## config.mk

```make
export PLATFORM = sky130hd
export DESIGN_NAME = alu_mdu_flat
export DESIGN_NICKNAME = d
export VERILOG_FILES = /design/src/rtl/alu_pkg.sv /design/src/rtl/alu_mdu_if.sv /design/src/rtl/mdu_core.sv /design/src/rtl/alu_mdu.sv /design/src/flat_wrapper.sv
export SDC_FILE = /design/constraint.sdc
export NUM_CORES = 1
export LEC_CHECK = 0
export BUFFER_PORTS_ARGS = -buffer_cell sky130_fd_sc_hd__buf_2
export CORE_MARGIN = 2
export CORE_UTILIZATION = 40
export DETAILED_ROUTE_END_ITERATION = 8
export HOLD_SLACK_MARGIN = 0.12
export SLEW_MARGIN = 20
export SYNTH_ARGS = -nofsm -noshare
export SYNTH_HDL_FRONTEND = slang
export SYNTH_SLANG_ARGS = --single-unit
```

## constraint.sdc

```tcl
create_clock -name clk -period 7.7 [get_ports clk]
set_input_delay 0.77 -clock clk [delete_from_list [all_inputs] [get_ports clk]]
set_output_delay 0.77 -clock clk [all_outputs]
set_load 0.005 [all_outputs]
```

## src/rtl/alu_pkg.sv

```systemverilog
// rtl/alu_pkg.sv - shared types for the execute-stage ALU and mult/div unit
//
// Purpose: opcode enums for the combinational ALU and the iterative
//          multiply/divide engine, plus the engine state encoding.
// Ports:   none (package).

package alu_pkg;

  typedef enum logic [2:0] {
    ALU_AND  = 3'b000,
    ALU_OR   = 3'b001,
    ALU_ADD  = 3'b010,
    ALU_XOR  = 3'b011,
    ALU_NOR  = 3'b100,
    ALU_SLTU = 3'b101,
    ALU_SUB  = 3'b110,
    ALU_SLT  = 3'b111
  } alu_op_e;

  // Bit 1 selects divide, bit 0 selects signed operation.
  typedef enum logic [1:0] {
    MD_MULTU = 2'b00,
    MD_MULT  = 2'b01,
    MD_DIVU  = 2'b10,
    MD_DIV   = 2'b11
  } md_op_e;

  typedef enum logic [1:0] {
    MD_IDLE = 2'b00,
    MD_CALC = 2'b01,
    MD_DONE = 2'b10
  } md_state_e;

endpackage

```

## src/rtl/alu_mdu_if.sv

```systemverilog
// rtl/alu_mdu_if.sv - operand, ALU and mult/div handshake bundle
//
// Purpose: groups every non-clock signal of alu_mdu.
// Modports:
//   master - controller side: drives operands, alu_control, md_start/md_op,
//            mt_hi/mt_lo; observes ALU result/flags, md_busy/md_done,
//            div_by_zero, hi, lo.
//   slave  - alu_mdu side (directions mirrored).

interface alu_mdu_if #(
  parameter int DATA_WIDTH = 32
);

  logic [DATA_WIDTH-1:0] src_a;
  logic [DATA_WIDTH-1:0] src_b;
  logic [2:0]            alu_control;
  logic [DATA_WIDTH-1:0] alu_result;
  logic                  zero_flag;
  logic                  ovf_flag;
  logic                  md_start;
  logic [1:0]            md_op;
  logic                  mt_hi;
  logic                  mt_lo;
  logic                  md_busy;
  logic                  md_done;
  logic                  div_by_zero;
  logic [DATA_WIDTH-1:0] hi;
  logic [DATA_WIDTH-1:0] lo;

  modport master (
    output src_a, src_b, alu_control, md_start, md_op, mt_hi, mt_lo,
    input  alu_result, zero_flag, ovf_flag, md_busy, md_done, div_by_zero, hi, lo
  );

  modport slave (
    input  src_a, src_b, alu_control, md_start, md_op, mt_hi, mt_lo,
    output alu_result, zero_flag, ovf_flag, md_busy, md_done, div_by_zero, hi, lo
  );

endinterface

```

## src/rtl/mdu_core.sv

```systemverilog
// rtl/mdu_core.sv - iterative radix-2 multiply/divide engine
//
// Purpose: sign-magnitude shift-add multiplier and restoring divider, one
//          bit per cycle, W+1 cycles from accepted start to done.
// Ports:
//   clk, reset_n        clock, asynchronous active-low reset
//   start, op           request and operation (sampled only when idle)
//   src_a, src_b        dividend/multiplicand, divisor/multiplier
//   busy                state != IDLE
//   done, div_by_zero   registered one-cycle pulses during DONE
//   res_wr              HI/LO write strobe, high on the edge entering DONE
//   res_hi, res_lo      sign-corrected result presented with res_wr

module mdu_core
  import alu_pkg::*;
#(
  parameter int DATA_WIDTH = 32
) (
  input  logic                  clk,
  input  logic                  reset_n,
  input  logic                  start,
  input  md_op_e                op,
  input  logic [DATA_WIDTH-1:0] src_a,
  input  logic [DATA_WIDTH-1:0] src_b,
  output logic                  busy,
  output logic                  done,
  output logic                  div_by_zero,
  output logic                  res_wr,
  output logic [DATA_WIDTH-1:0] res_hi,
  output logic [DATA_WIDTH-1:0] res_lo
);

  localparam int W  = DATA_WIDTH;
  localparam int CW = $clog2(W);

  md_state_e     state;
  logic          is_div;
  logic [CW-1:0] cnt;
  logic          last;     // all W steps taken; next edge enters DONE
  logic [W-1:0]  opnd;     // multiplicand or divisor magnitude
  logic [2*W-1:0] acc;     // {upper, lower}: product, or {remainder, quotient}
  logic          neg_lo;   // negate product / quotient
  logic          neg_hi;   // negate remainder (dividend sign)
  logic          dbz;

  logic          a_neg, b_neg;
  logic [W-1:0]  a_mag, b_mag;
  logic [W:0]    add_sum;
  logic [2*W-1:0] mul_next;
  logic [W:0]    div_shift, div_diff;
  logic [2*W-1:0] div_next;
  logic [2*W-1:0] prod;
  logic [W-1:0]  quo, rem;

  always_comb begin
    a_neg = op[0] & src_a[W-1];
    b_neg = op[0] & src_b[W-1];
    // The most-negative value maps to 2^(W-1), which still fits unsigned.
    a_mag = a_neg ? -src_a : src_a;
    b_mag = b_neg ? -src_b : src_b;

    // Shift-add: multiplier sits in the low half and is consumed LSB first.
    add_sum  = {1'b0, acc[2*W-1:W]} + {1'b0, opnd};
    mul_next = acc[0] ? {add_sum, acc[W-1:1]} : {1'b0, acc[2*W-1:1]};

    // Restoring divide: dividend bits shift from the low half into the remainder.
    div_shift = {acc[2*W-1:W], acc[W-1]};
    div_diff  = div_shift - {1'b0, opnd};
    div_next  = div_diff[W] ? {div_shift[W-1:0], acc[W-2:0], 1'b0}
                            : {div_diff[W-1:0],  acc[W-2:0], 1'b1};

    prod = neg_lo ? -acc : acc;
    quo  = acc[W-1:0];
    rem  = acc[2*W-1:W];

    if (is_div) begin
      // A zero divisor never borrows, so the remainder path already rebuilds
      // the raw dividend; only the quotient needs forcing to all ones.
      res_lo = dbz ? {W{1'b1}} : (neg_lo ? -quo : quo);
      res_hi = neg_hi ? -rem : rem;
    end else begin
      res_hi = prod[2*W-1:W];
      res_lo = prod[W-1:0];
    end

    res_wr = (state == MD_CALC) && last;
  end

  assign busy = (state != MD_IDLE);

  always_ff @(posedge clk or negedge reset_n) begin
    if (!reset_n) begin
      state       <= MD_IDLE;
      is_div      <= 1'b0;
      cnt         <= '0;
      last        <= 1'b0;
      opnd        <= '0;
      acc         <= '0;
      neg_lo      <= 1'b0;
      neg_hi      <= 1'b0;
      dbz         <= 1'b0;
      done        <= 1'b0;
      div_by_zero <= 1'b0;
    end else begin
      done        <= 1'b0;
      div_by_zero <= 1'b0;
      case (state)
        MD_IDLE: begin
          if (start) begin
            state  <= MD_CALC;
            is_div <= op[1];
            cnt    <= CW'(W - 1);
            last   <= 1'b0;
            neg_lo <= a_neg ^ b_neg;
            if (op[1]) begin
              opnd   <= b_mag;
              acc    <= {{W{1'b0}}, a_mag};
              neg_hi <= a_neg;
              dbz    <= (src_b == '0);
            end else begin
              opnd   <= a_mag;
              acc    <= {{W{1'b0}}, b_mag};
              neg_hi <= a_neg ^ b_neg;
              dbz    <= 1'b0;
            end
          end
        end
        MD_CALC: begin
          if (last) begin
            state       <= MD_DONE;
            done        <= 1'b1;
            div_by_zero <= dbz;
          end else begin
            acc <= is_div ? div_next : mul_next;
            if (cnt == '0) last <= 1'b1;
            else           cnt  <= cnt - CW'(1);
          end
        end
        MD_DONE: state <= MD_IDLE;
        default: state <= MD_IDLE;
      endcase
    end
  end

endmodule

```

## src/rtl/alu_mdu.sv

```systemverilog
// rtl/alu_mdu.sv - execute-stage ALU with HI/LO registers and mult/div unit
//
// Purpose: combinational 8-op ALU with zero/overflow flags, HI/LO registers
//          written by the mult/div engine or by MTHI/MTLO.
// Ports:
//   clk      rising-edge clock
//   reset_n  asynchronous active-low reset (clears HI/LO, aborts engine)
//   bus      alu_mdu_if.slave: operands, ALU op/result/flags, md_start/md_op,
//            mt_hi/mt_lo, md_busy/md_done/div_by_zero, hi/lo

module alu_mdu
  import alu_pkg::*;
#(
  parameter int DATA_WIDTH = 32
) (
  input logic       clk,
  input logic       reset_n,
  alu_mdu_if.slave  bus
);

  localparam int W = DATA_WIDTH;

  logic [W-1:0] a, b, sum, diff, res;
  logic         ovf;

  always_comb begin
    a    = bus.src_a;
    b    = bus.src_b;
    sum  = a + b;
    diff = a - b;
    ovf  = 1'b0;
    case (alu_op_e'(bus.alu_control))
      ALU_AND:  res = a & b;
      ALU_OR:   res = a | b;
      ALU_ADD: begin
        res = sum;
        ovf = (a[W-1] == b[W-1]) && (sum[W-1] != a[W-1]);
      end
      ALU_XOR:  res = a ^ b;
      ALU_NOR:  res = ~(a | b);
      ALU_SLTU: res = {{(W-1){1'b0}}, (a < b)};
      ALU_SUB: begin
        res = diff;
        ovf = (a[W-1] != b[W-1]) && (diff[W-1] != a[W-1]);
      end
      ALU_SLT:  res = {{(W-1){1'b0}}, ($signed(a) < $signed(b))};
      default:  res = '0;
    endcase
    bus.alu_result = res;
    bus.zero_flag  = (res == '0);
    bus.ovf_flag   = ovf;
  end

  logic         busy, res_wr;
  logic [W-1:0] res_hi, res_lo;
  logic [W-1:0] hi_q, lo_q;

  mdu_core #(.DATA_WIDTH(W)) u_core (
    .clk         (clk),
    .reset_n     (reset_n),
    .start       (bus.md_start),
    .op          (md_op_e'(bus.md_op)),
    .src_a       (bus.src_a),
    .src_b       (bus.src_b),
    .busy        (busy),
    .done        (bus.md_done),
    .div_by_zero (bus.div_by_zero),
    .res_wr      (res_wr),
    .res_hi      (res_hi),
    .res_lo      (res_lo)
  );

  // MTHI/MTLO only land when the engine is idle and no start competes.
  always_ff @(posedge clk or negedge reset_n) begin
    if (!reset_n) begin
      hi_q <= '0;
      lo_q <= '0;
    end else if (res_wr) begin
      hi_q <= res_hi;
      lo_q <= res_lo;
    end else if (!busy && !bus.md_start) begin
      if (bus.mt_hi) hi_q <= bus.src_a;
      if (bus.mt_lo) lo_q <= bus.src_a;
    end
  end

  assign bus.md_busy = busy;
  assign bus.hi      = hi_q;
  assign bus.lo      = lo_q;

endmodule

```

## src/flat_wrapper.sv

```systemverilog
// flat-port wrapper written by rule: the top's interface ports become plain ports
module alu_mdu_flat import alu_pkg::*;
#(
  parameter int DATA_WIDTH = 32
)
  (clk, reset_n, bus_src_a, bus_src_b, bus_alu_control, bus_md_start, bus_md_op, bus_mt_hi, bus_mt_lo, bus_alu_result, bus_zero_flag, bus_ovf_flag, bus_md_busy, bus_md_done, bus_div_by_zero, bus_hi, bus_lo);
  alu_mdu_if #(.DATA_WIDTH(DATA_WIDTH)) bus_i ();
  input logic clk;
  input logic reset_n;
  input wire logic [$bits(bus_i.src_a)-1:0] bus_src_a;
  input wire logic [$bits(bus_i.src_b)-1:0] bus_src_b;
  input wire logic [$bits(bus_i.alu_control)-1:0] bus_alu_control;
  input wire logic [$bits(bus_i.md_start)-1:0] bus_md_start;
  input wire logic [$bits(bus_i.md_op)-1:0] bus_md_op;
  input wire logic [$bits(bus_i.mt_hi)-1:0] bus_mt_hi;
  input wire logic [$bits(bus_i.mt_lo)-1:0] bus_mt_lo;
  output wire logic [$bits(bus_i.alu_result)-1:0] bus_alu_result;
  output wire logic [$bits(bus_i.zero_flag)-1:0] bus_zero_flag;
  output wire logic [$bits(bus_i.ovf_flag)-1:0] bus_ovf_flag;
  output wire logic [$bits(bus_i.md_busy)-1:0] bus_md_busy;
  output wire logic [$bits(bus_i.md_done)-1:0] bus_md_done;
  output wire logic [$bits(bus_i.div_by_zero)-1:0] bus_div_by_zero;
  output wire logic [$bits(bus_i.hi)-1:0] bus_hi;
  output wire logic [$bits(bus_i.lo)-1:0] bus_lo;
  assign bus_i.src_a = bus_src_a;
  assign bus_i.src_b = bus_src_b;
  assign bus_i.alu_control = bus_alu_control;
  assign bus_i.md_start = bus_md_start;
  assign bus_i.md_op = bus_md_op;
  assign bus_i.mt_hi = bus_mt_hi;
  assign bus_i.mt_lo = bus_mt_lo;
  assign bus_alu_result = bus_i.alu_result;
  assign bus_zero_flag = bus_i.zero_flag;
  assign bus_ovf_flag = bus_i.ovf_flag;
  assign bus_md_busy = bus_i.md_busy;
  assign bus_md_done = bus_i.md_done;
  assign bus_div_by_zero = bus_i.div_by_zero;
  assign bus_hi = bus_i.hi;
  assign bus_lo = bus_i.lo;
  alu_mdu #(.DATA_WIDTH(DATA_WIDTH)) u_core (.clk(clk), .reset_n(reset_n), .bus(bus_i));
endmodule
```

==> run_results.csv <==
group,metric,value,unit
cells_and_area,drive_gt1_share,10.5,%
worst_setup_path,path_max_fanout,11,
worst_setup_path,rr_endpoint,"u_core.u_core.acc[0]$_DFFE_PN0P_",
timing,hold_viol,0,
timing,tightestPinTransition,1080,ps
clock_network,clock_sink_count,174,
routing,ant_nets,0,
routing,drc,0,
synth,ys_top_cells_by_area,"dfrtp_1 (21%), ha_1 (10%), mux2i_1 (6.1%), a21oi_1 (5.9%), xnor2_1 (5.6%)",
timing,fin_crit_sh,81.2,%
grt,grt_antenna_before_repair,2,
worst_hold_path,hp-class,"input pin to async pin",
clock_network,clockBufferDepth,2,
grt,grt_pass1_wl,138000,um
synth,avgSynthCellArea,7.47,um^2
timing,maxSlewHeadroom,27.8,%
worst_setup_path,r2r-start,"u_core.u_core.acc[31]$_DFFE_PN0P_",
timing,drv_slew,0,
power,seq_power_share,23.4,%
timing,timing.hold.ws,443,ps
grt,grt_pass1_vias,21100,
worst_setup_path,reg2reg_depth,16,
die,rows,83,
run_status,outcome,"completed",
synth,synth_cells,2788,
synth,synth.cell_area,0.0208,mm^2
worst_setup_path,rrSetupSlack,2500,ps
placed_design,place_ws,1510,ps
timing,tns,0,ps
clock_network,cts_setup_buffers,0,
routing,drtPass1Iterations,5,
power,p_sw_share,52.1,%
synth,yosysSeqAreaShare,20.9,%
power,switchingPower,4.76,mW
worst_setup_path,critPathArrivalTime,5480,ps
worst_setup_path,cp_top_family,"simple AND/OR/NAND/NOR gates",
clock_network,cts.htree.levels,4,
die,coreArea,0.0514,mm^2
worst_setup_path,cp-start-kind,"input pin",
power,p_per_area,400,mW/mm^2
cells_and_area,syn_to_final_growth,9.41,%
clock_network,cts-buffers-inserted,17,
clock_network,root_buffer,"clkbuf_16",
power,power_frac_comb,66.4,%
die,die_h,232,um
grt,grt_usage,34.1,%
worst_setup_path,critPathMaxStageDelay,610,ps
clock_network,hold_buffers,0,
timing,worst_slack,1450,ps
timing,max_freq,160,MHz
power,p_int,4.37,mW
grt,grt.overflow.total,0,
synth,yosysTopAreaCellShare,20.9,%
cells_and_area,fillers,5282,
worst_setup_path,slowest_stage,"a2111oi_0",
synth,synth_area_leader_cell,"dfrtp_1",
timing,final.min_clock_period,6250,ps
placed_design,dp_hpwl,73200,um
timing,finalSetupViolations,0,
timing,rsz0062_at_grt,"false",
cells_and_area,final_cell_area,0.0228,mm^2
die,initial_core_util,40.5,%
synth,yosysWarnings,0,
routing,routed_wl,93800,um
synth,syn_nets,3035,
synth,synth_cell_types,97,
clock_network,cts_resized,0,
power,vdd_drop_max,0.262,mV
synth,synth_top_cells_by_count,"nor2_1 (279), nand2_1 (260), a21oi_1 (244)",
worst_setup_path,cp_cell_sequence,"buf_2 > inv_1 > ha_1 > inv_1 > a2111oi_0 > a211oi_1 > nor3_1 > o21ai_0 > xnor2_1 > o21ai_0 > or4_1 > nor4_1 > or4b_1 > nor4_2 > buf_2",
worst_setup_path,worstPathRequired,6930,ps
worst_setup_path,worstSetupPathType,"input pin to output pin",
die,dieArea,0.0539,mm^2
clock_network,cts_tree,"done",
cells_and_area,nNetsFinal,3091,
placed_design,postPlaceCellArea,0.0222,mm^2
synth,yosysMostFrequentCell,"nor2_1",
routing,vias,22200,
grt,grt_max_degree,113,
flow_run,max-cap-violations,0,
die,die_w,232,um
power,p_leak,9.86,nW
placed_design,place_congestion,0.986,
power,clkPwrFrac,10.3,%
worst_setup_path,endpoint_kind,"output pin",
synth,synth_edf_count,0,
die,num_io_pins,175,
clock_network,clk_latency,460,ps
synth,async_flop_share,100,%
routing,wl_per_cell,26.5,um
clock_network,clk_transition_reported_paths,80,ps
synth,synth_ff_type,"dfrtp_1",
routing,drtIter0Drc,2281,
placed_design,portBuffers,174,
synth,synth-seq-cells,174,
routing,post_drt_via_cell_ratio,6.27,
timing,finalClockSkew,16.8,ps
worst_setup_path,cp.buffers_inverters,4,
## flip-flops by register name, summed over array words and instances (netlist names), 2 cells and up
| register | cells |
|---|---|
| u_core.u_core.opnd | 32 |
| u_core.u_core.acc | 64 |
| u_core.u_core.state | 2 |
| u_core.bus.lo | 32 |
| u_core.u_core.cnt | 5 |
| u_core.bus.hi | 32 |
## cell families after synthesis
family                     after synthesis  share of synthesized area, %
muxes                                  136                          6.60
xor gates and xnor gates               187                          7.86
AOI/OAI and AO/OA                      914                          28.5
and+or+nand+nor                        871                          19.4
DFF                                    174                          20.9
adders and majority gates              173                          10.5
buffers and inverters                  333                          6.23
## worst reg2reg max path: stages, from the launching register on
cell	delay [ps]
dfrtp_1	430
inv_1	220
ha_1	260
inv_1	70
fa_1	430
a211oi_1	340
o21ai_0	270
a221oi_1	570
nor2_1	230
a211o_1	370
o221a_2	290
mux2i_1	240
nand2_2	450
buf_4	400
mux2_2	280
o21ai_0	140
o21ai_0	100
## per-stage QoR
stage | utilization, % | std cells | power [mW]
6_report | 44.3 | 3538 | 9.13
2_1_floorplan | - | 2788 | 6.20
3_3_place_gp | 43.1 | 3505 | 7.99
3_5_place_dp | 43.1 | 3505 | 8.07
5_1_grt | 44.3 | 3538 | 9.80
4_1_cts | 44.3 | 3537 | 9.05
## area by class of cell
class / count / area [um^2] / area share, %
multi-input cells: 2281 / 15200 / 66.7
flip-flops and latches: 174 / 4360 / 19.1
repair buffers: 213 / 1170 / 5.14
well taps: 680 / 851 / 3.73
inverters: 157 / 589 / 2.59
clock buffers: 17 / 425 / 1.87
clock inverters: 15 / 185 / 0.812
diodes: 1 / 2.50 / 0.0110
## metal layers
layer	wire length, um	vias to the layer above	share of wire (%)	GRT usage [%]
met1	39800	10800	42	44.7
met5	0	-	0	0
met3	5980	208	6.4	4.06
met2	42300	957	45	54.5
met4	5690	0	6.1	19.0
li1	-	10200	-	-
## worst max-delay path by stage
stage                   from            end  slack (ps)  depth (start not counted)
3_5_place_dp   bus_src_a[12]  bus_zero_flag        1510                         15
2_1_floorplan   bus_src_b[0]  bus_zero_flag        2610                         14
4_1_cts        bus_src_a[12]  bus_zero_flag        1500                         15
5_1_grt         bus_src_a[4]  bus_zero_flag        1130                         15
3_3_place_gp    bus_src_a[3]  bus_zero_flag        1460                         15
6_report        bus_src_a[4]  bus_zero_flag        1450                         15
## cell usage in the layout (no fill, tap or decap), types with 10 or more instances in the layout
cell         n
o2111ai_1   10
a31oi_1     48
or4_1       18
buf_4       39
a211o_1     13
a21oi_1    243
inv_1      153
o21ai_0    206
or3_1       36
nor3_1      58
mux2i_1    126
and2_1      13
o21a_1      19
a22oi_1     21
o21bai_1    16
o21ai_1     11
nor2_1     278
nand4_1     23
a211oi_1    26
o211ai_1    41
a21o_1      50
dfrtp_1    173
nand2_1    258
o22ai_1     13
o221ai_1    13
xor2_1      54
mux2_2      10
o31ai_1     42
o41ai_1     15
clkbuf_16   17
nand2b_1    24
nor2b_1     28
ha_1       169
buf_2      173
xnor2_1    133
and3_1      10
nor4_1      23
nand3_1     55
a32oi_1     20
## power by group through the flow
stage / Clock (mW) / Sequential [mW] / Combinational, mW
finish: 0.937 / 2.13 / 6.06
global route: 0.985 / 2.17 / 6.65
CTS: 0.954 / 2.11 / 5.99
detailed placement: 0 / 2.12 / 5.95
global placement: 0 / 2.12 / 5.87
floorplan: 0 / 1.75 / 4.45
Power figures use the tool's default switching activity.
